--- src/rtl/muldiv_ctrl_pkg.sv ---
// Shared encodings for the multiply/divide controller: op codes, FSM states,
// divide iteration count and small two's-complement helpers.
package muldiv_ctrl_pkg;

    localparam logic [1:0] OP_DIV   = 2'b01;
    localparam logic [1:0] OP_DIVU  = 2'b10;
    localparam logic [1:0] OP_MULT  = 2'b01;
    localparam logic [1:0] OP_MULTU = 2'b10;

    localparam int DIV_ITERS = 32;

    typedef enum logic [1:0] {
        ST_IDLE = 2'b00,
        ST_MUL  = 2'b01,
        ST_DIV  = 2'b10,
        ST_DONE = 2'b11
    } state_e;

    function automatic logic [31:0] cond_neg32(input logic [31:0] value, input logic negate);
        return negate ? (32'd0 - value) : value;
    endfunction

    // Magnitude of a 32-bit operand; 0x80000000 maps to itself, read as unsigned.
    function automatic logic [31:0] mag32(input logic [31:0] value, input logic is_signed);
        return cond_neg32(value, is_signed & value[31]);
    endfunction

endpackage

--- src/rtl/muldiv_ctrl_div_step.sv ---
// One restoring radix-2 division step: shift the next dividend bit into the
// partial remainder, subtract the divisor when it fits, shift in the quotient bit.
module div_step
    import muldiv_ctrl_pkg::*;
(
    input  logic [31:0] rem_i,
    input  logic [31:0] quot_i,
    input  logic [31:0] divisor_i,
    output logic [31:0] rem_o,
    output logic [31:0] quot_o
);

    logic [31:0] shifted_s;
    logic [31:0] diff_s;
    logic        fits_s;

    // rem_i[31] is the 33rd bit of the shifted remainder; when set it always exceeds the divisor.
    assign shifted_s = {rem_i[30:0], quot_i[31]};
    assign fits_s    = rem_i[31] | (shifted_s >= divisor_i);
    assign diff_s    = shifted_s - divisor_i;

    assign rem_o  = fits_s ? diff_s : shifted_s;
    assign quot_o = {quot_i[30:0], fits_s};

endmodule

--- src/rtl/muldiv_ctrl.sv ---
// Multi-cycle MULT/MULTU/DIV/DIVU controller feeding HI/LO, with pipeline stall request.
// Optional build macro: MULDIV_DIV0_EARLY_OUT_EN (zero divisor completes without iterating).
module muldiv_ctrl
    import muldiv_ctrl_pkg::*;
(
    input  logic        clock,
    input  logic        reset,
    input  logic [1:0]  is_div_i,
    input  logic [1:0]  is_mul_i,
    input  logic [31:0] src_a_i,
    input  logic [31:0] src_b_i,
    input  logic        flush_i,
    input  logic        hold_i,
    output logic        stall_req_o,
    output logic        result_valid_o,
    output logic [31:0] hi_o,
    output logic [31:0] lo_o,
    output logic        busy_o
);

    state_e      state_q;
    logic [5:0]  cnt_q;
    logic [31:0] op_a_q;
    logic [31:0] op_b_q;
    logic        signed_q;
    logic [31:0] rem_q;
    logic [31:0] quot_q;
    logic [31:0] hi_q;
    logic [31:0] lo_q;
    logic        valid_q;

    logic        div_req_s;
    logic        mul_req_s;
    logic        op_req_s;
    logic        div_signed_s;
    logic        start_signed_s;
    logic [31:0] divisor_mag_s;
    logic [31:0] rem_d;
    logic [31:0] quot_d;
    logic [31:0] quot_fix_s;
    logic [31:0] rem_fix_s;
    logic [63:0] mul_a_s;
    logic [63:0] mul_b_s;
    logic [63:0] product_s;

    assign div_req_s      = (is_div_i == OP_DIV) || (is_div_i == OP_DIVU);
    assign mul_req_s      = (is_mul_i == OP_MULT) || (is_mul_i == OP_MULTU);
    assign op_req_s       = div_req_s | mul_req_s;
    assign div_signed_s   = (is_div_i == OP_DIV);
    assign start_signed_s = div_req_s ? div_signed_s : (is_mul_i == OP_MULT);

    assign stall_req_o    = op_req_s & ~flush_i & (state_q != ST_DONE);
    assign result_valid_o = valid_q;
    assign hi_o           = hi_q;
    assign lo_o           = lo_q;
    assign busy_o         = (state_q != ST_IDLE);

    assign divisor_mag_s = mag32(op_b_q, signed_q);

    div_step u_div_step (
        .rem_i     (rem_q),
        .quot_i    (quot_q),
        .divisor_i (divisor_mag_s),
        .rem_o     (rem_d),
        .quot_o    (quot_d)
    );

    // Quotient sign follows the operand sign mismatch; remainder follows the dividend.
    assign quot_fix_s = cond_neg32(quot_d, signed_q & (op_a_q[31] ^ op_b_q[31]));
    assign rem_fix_s  = cond_neg32(rem_d, signed_q & op_a_q[31]);

    // 33-bit sign/zero extension carried on to 64 bits; the low 64 product bits are exact.
    assign mul_a_s   = {{32{signed_q & op_a_q[31]}}, op_a_q};
    assign mul_b_s   = {{32{signed_q & op_b_q[31]}}, op_b_q};
    assign product_s = mul_a_s * mul_b_s;

`ifdef MULDIV_DIV0_EARLY_OUT_EN
    logic [31:0] div0_lo_s;
    logic        div0_s;

    assign div0_s    = (src_b_i == 32'd0);
    assign div0_lo_s = (div_signed_s & src_a_i[31]) ? 32'h0000_0001 : 32'hFFFF_FFFF;
`endif

    // Controller FSM: operand latch, iteration, result registers and valid flag.
    always_ff @(posedge clock) begin
        if (reset) begin
            state_q  <= ST_IDLE;
            cnt_q    <= 6'd0;
            op_a_q   <= 32'd0;
            op_b_q   <= 32'd0;
            signed_q <= 1'b0;
            rem_q    <= 32'd0;
            quot_q   <= 32'd0;
            hi_q     <= 32'd0;
            lo_q     <= 32'd0;
            valid_q  <= 1'b0;
        end else if (flush_i) begin
            state_q <= ST_IDLE;
            cnt_q   <= 6'd0;
            valid_q <= 1'b0;
        end else begin
            case (state_q)
                ST_IDLE: begin
                    valid_q <= 1'b0;
                    if (op_req_s) begin
                        op_a_q   <= src_a_i;
                        op_b_q   <= src_b_i;
                        signed_q <= start_signed_s;
                        cnt_q    <= 6'd0;
                        rem_q    <= 32'd0;
                        quot_q   <= mag32(src_a_i, div_signed_s);
                        if (div_req_s) begin
`ifdef MULDIV_DIV0_EARLY_OUT_EN
                            if (div0_s) begin
                                hi_q    <= src_a_i;
                                lo_q    <= div0_lo_s;
                                valid_q <= 1'b1;
                                state_q <= ST_DONE;
                            end else begin
                                state_q <= ST_DIV;
                            end
`else
                            state_q <= ST_DIV;
`endif
                        end else begin
                            state_q <= ST_MUL;
                        end
                    end else begin
                        state_q <= ST_IDLE;
                    end
                end
                ST_MUL: begin
                    hi_q    <= product_s[63:32];
                    lo_q    <= product_s[31:0];
                    valid_q <= 1'b1;
                    state_q <= ST_DONE;
                end
                ST_DIV: begin
                    rem_q  <= rem_d;
                    quot_q <= quot_d;
                    cnt_q  <= cnt_q + 6'd1;
                    if (cnt_q == 6'(DIV_ITERS - 1)) begin
                        hi_q    <= rem_fix_s;
                        lo_q    <= quot_fix_s;
                        valid_q <= 1'b1;
                        state_q <= ST_DONE;
                    end else begin
                        state_q <= ST_DIV;
                    end
                end
                ST_DONE: begin
                    if (hold_i) begin
                        valid_q <= 1'b1;
                        state_q <= ST_DONE;
                    end else begin
                        valid_q <= 1'b0;
                        state_q <= ST_IDLE;
                    end
                end
                default: begin
                    valid_q <= 1'b0;
                    state_q <= ST_IDLE;
                end
            endcase
        end
    end

endmodule
--- config.mk ---
export PLATFORM = sky130hd
export DESIGN_NAME = muldiv_ctrl
export DESIGN_NICKNAME = d
export VERILOG_FILES = /design/src/rtl/muldiv_ctrl_pkg.sv /design/src/rtl/muldiv_ctrl_div_step.sv /design/src/rtl/muldiv_ctrl.sv
export SDC_FILE = /design/constraint.sdc
export NUM_CORES = 2
export LEC_CHECK = 0
export ABC_CLOCK_PERIOD_IN_PS = 10900
export CORE_ASPECT_RATIO = 2
export CORE_MARGIN = 5
export CORE_UTILIZATION = 40
export CTS_CLUSTER_SIZE = 28
export DETAILED_ROUTE_END_ITERATION = 10
export GPL_TIMING_DRIVEN = 0
export SYNTH_ARGS = -nofsm -noshare
export SYNTH_HDL_FRONTEND = slang
export SYNTH_HIERARCHICAL = 1
export SYNTH_SLANG_ARGS = --single-unit
--- constraint.sdc ---
create_clock -name clock -period 10.9 [get_ports clock]
set_input_delay 2.18 -clock clock [delete_from_list [all_inputs] [get_ports clock]]
set_output_delay 2.18 -clock clock [all_outputs]
set_load 0.1 [all_outputs]
==> impl_results.md <==
- Status: complete, no violations
- Critical Path AT: ~11 ns
- P_leak: between 20 and 30 nW
- Synth cell count leaders: 1190 x inv_1, 1126 x fa_1, 1115 x nand2_1, 354 x and2_1, 310 x a21oi_1
- Post-Synth XOR/XNOR Area: under 10%
- Core area: ~130000 um2
- Vias in the first global route: about 48000
- Area post-placement: ~55000 um2
- Post-synthesis cell count: about 6000
- Top FF cell, synth: dfxtp_1
- Ys Warns: 6
- Total grt overflow: 0
- CTS tree: built
- Critical path type: register to register
- Final worst-path cycle share: between 90% and 100%
- Clk Tree Root Cell: clkbuf_16
- DRT Pass-1 Iters: 7
- Pwr dens: between 70 and 80 nW/um2
- Die height: ~520 um
- Total Nets Final: just under 8000
- Synthesis-stage register bit count: roughly 200
- CP max-delay cell: clkbuf_1
- Share of the synthesized area in the top cell type: a little over two fifths
- Final instance area: around 56000 um2
- First-pass GRT wire length: roughly 320000 um
- DR iter-0 viols: ~3000
- Die outline area: ~140000 um2
- Post-synth top area cell: fa_1
- Worst setup margin: ~0.12 ns
- Fill cells: 13140
- Fin cells: about 8000
- Startpoint Class: register
- Vias per cell: 5.463
- Total GRT Usage: a little under a third
- Worst vdd ir: approximately 0.12 mV
- Post-synthesis adder-cell area fraction: 50.12%
- Initial antenna violation count: 11
- Die extent in x: 263.4 um
- Placement Setup Slack: -1.152 ns
- Final Wtd Congestion: about 1.1
- Area of the multi-input gates: about 40000 um2
- MaxCap Viol Count: 0
- Largest stage delay on the critical path: approximately 0.76 ns
- Compound-Gate Fraction of Synth Area: between 8 and 9%
- Register area share after synthesis: 7.873%
- PostCTS Resize Cnt: 9
- Setup Skew: 0.01434 ns
- RSZ-0062 raised after global routing: no
- Setup Buffers After CTS: 0
- Largest family of logic cells by synthesized area: adder cells
- Maximum root-to-sink buffer count: 3
- Clk Latency, worst-skew pair: 0.55 ns
- Hold WC Path Type: register to register
- Delay-heaviest family, CP: adder cells
- Row count: 186
- Count leader, synth: inv_1
- Post-route ant nets: 0
- Hold buffers post-CTS: 0
- Final worst hold slack: between 0.4 and 0.5 ns
- Post-Synthesis Cell Area: between 50000 and 60000 um2
- Syn avg cell area: roughly 8.4 um2
- WL per Instance: ~28 um
- Post-synth ARST share: 0%
- Top cells by area, synth: fa_1 44%, inv_1 8.7%, nand2_1 8.1%, dfxtp_1 7.9%, ha_1 6.2%
- Initial Util: 40.13%
- Endpoint type of the worst setup path: register
- Port Buffers: approximately 140
- Slew margin rel.: 3.305%
- Final WL: around 220000 um
- Via count: 43470
- EDFF count, synth: 0
- FF/Latch Area: slightly above 4000 um2
- Netlist cell types: around 90
- Post-synthesis simple-gate area fraction: between 15 and 20%
- Critical Path Fanout Max: 10
- Worst Max-Slew Pin Slew: between 1 and 1.5 ns
- Htree depth: 1
- Req. time, crit path: roughly 11 ns
- Maximum clock rate: about 90 MHz
- Utilization after layout: ~43%
- Fin crit period: between 10 and 15 ns
- Total clock sinks: between 200 and 250
- Cell total after placement: ~7900
- Final Hold Vio Count: 0
- Worst Path Buf+Inv: 8
- Num CTS Buffers: 18
- I/O pin count: about 140
- Critical path's most frequent cell: fa_1
- Mux cell area share after synthesis: less than 1%
- Detailed Place HPWL: ~190000 um
- Max-slew violations: 0
- Syn nets: between 7000 and 8000
- Largest net degree at the start of global routing: 25
- Pwr Total: 4.234 mW
- Setup TNS: 0 ns
- Final setup viols: 0
- Fraction of layout cells with a size suffix above 1: under 10%
- Clk pin slew, worst setup/hold paths: roughly 0.08 ns
- Area growth from synthesis to layout: 8.182%
- DRC: 0
[tightest hold or removal path, cell delays in order (launching register included)]
cell     delay, ns
dfxtp_1       0.32
nand2_1       0.05
nand2_1       0.04
[state kept, by name, summed over array words and instances (netlist names)]
| name | count |
|---|---|
| hi_o | 32 |
| lo_o | 32 |
| op_a_q | 32 |
| op_b_q | 32 |
| quot_q | 32 |
| rem_q | 32 |
| cnt_q | 6 |
| state_q | 2 |
| result_valid_o | 1 |
| signed_q | 1 |
[metal layers]
metal / GRT usage (%) / vias up / routed length [um]
met3: 3.584 / 882 / 10420
met4: 32.57 / 6 / 29300
met1: 29.33 / 22000 / 66290
li1: - / 18640 / -
met5: 0 / - / 30
met2: 58.66 / 1942 / 112900
[report_power, final]
group          leakage, nW  internal [mW]  total (mW)  switching, mW
registers             1.64          0.783       0.863         0.0803
logic                 23.6          0.802        2.67           1.87
clock network        0.290          0.364       0.700          0.336
total                 25.6           1.95        4.23           2.29
[area by class of cell]
| type | count | share of cell area, % |
|---|---|---|
| buffer | 408 | 3.215 |
| clock inverter | 4 | 0.1013 |
| timing repair buffer | 141 | 2.549 |
| sequential | 202 | 7.282 |
| multi-input combinational | 4277 | 73.98 |
| inverter | 1191 | 8.045 |
| tap | 1692 | 3.810 |
| antenna | 15 | 0.06755 |
| clock buffer | 26 | 0.9547 |
[final timing paths]
path                            startpoint        to  slack (ns)  cells after the start
worst max register to register  op_b_q[31]  hi_o[29]        0.12                     29
worst min-delay path              lo_o[28]  lo_o[28]        0.45                      2
worst max-delay path            op_b_q[31]  hi_o[29]        0.12                     29
worst min register to register    lo_o[28]  lo_o[28]        0.45                      2
[layout by cell type, fill, tap and decap left out, drive strengths merged, types with 13 or more instances in the layout]
cell	count
nand3	70
o211ai	32
nand2b	18
nor2b	14
and3	38
dfxtp	202
ha	256
clkbuf	328
and2	357
a21oi	311
or3	17
nor3	51
nor4	19
a31oi	17
a211oi	46
a21o	48
diode	15
inv	1191
nor2	176
o21a	17
xnor2	150
nand4	24
clkdlybuf4s50	138
fa	1126
nand2	1117
buf	104
o21ai	163
xor2	64
o31ai	27
o41ai	13
[cells by family after synthesis]
logic type,Yosys count
buffers and inverters,1606
AND/OR/NAND/NOR,1929
AO/OA/AOI/OAI,741
flip-flops,202
adder cells (fa/ha/maj),1382
multiplexers,11
XOR/XNOR,214
(Power assumes the default switching activity.)
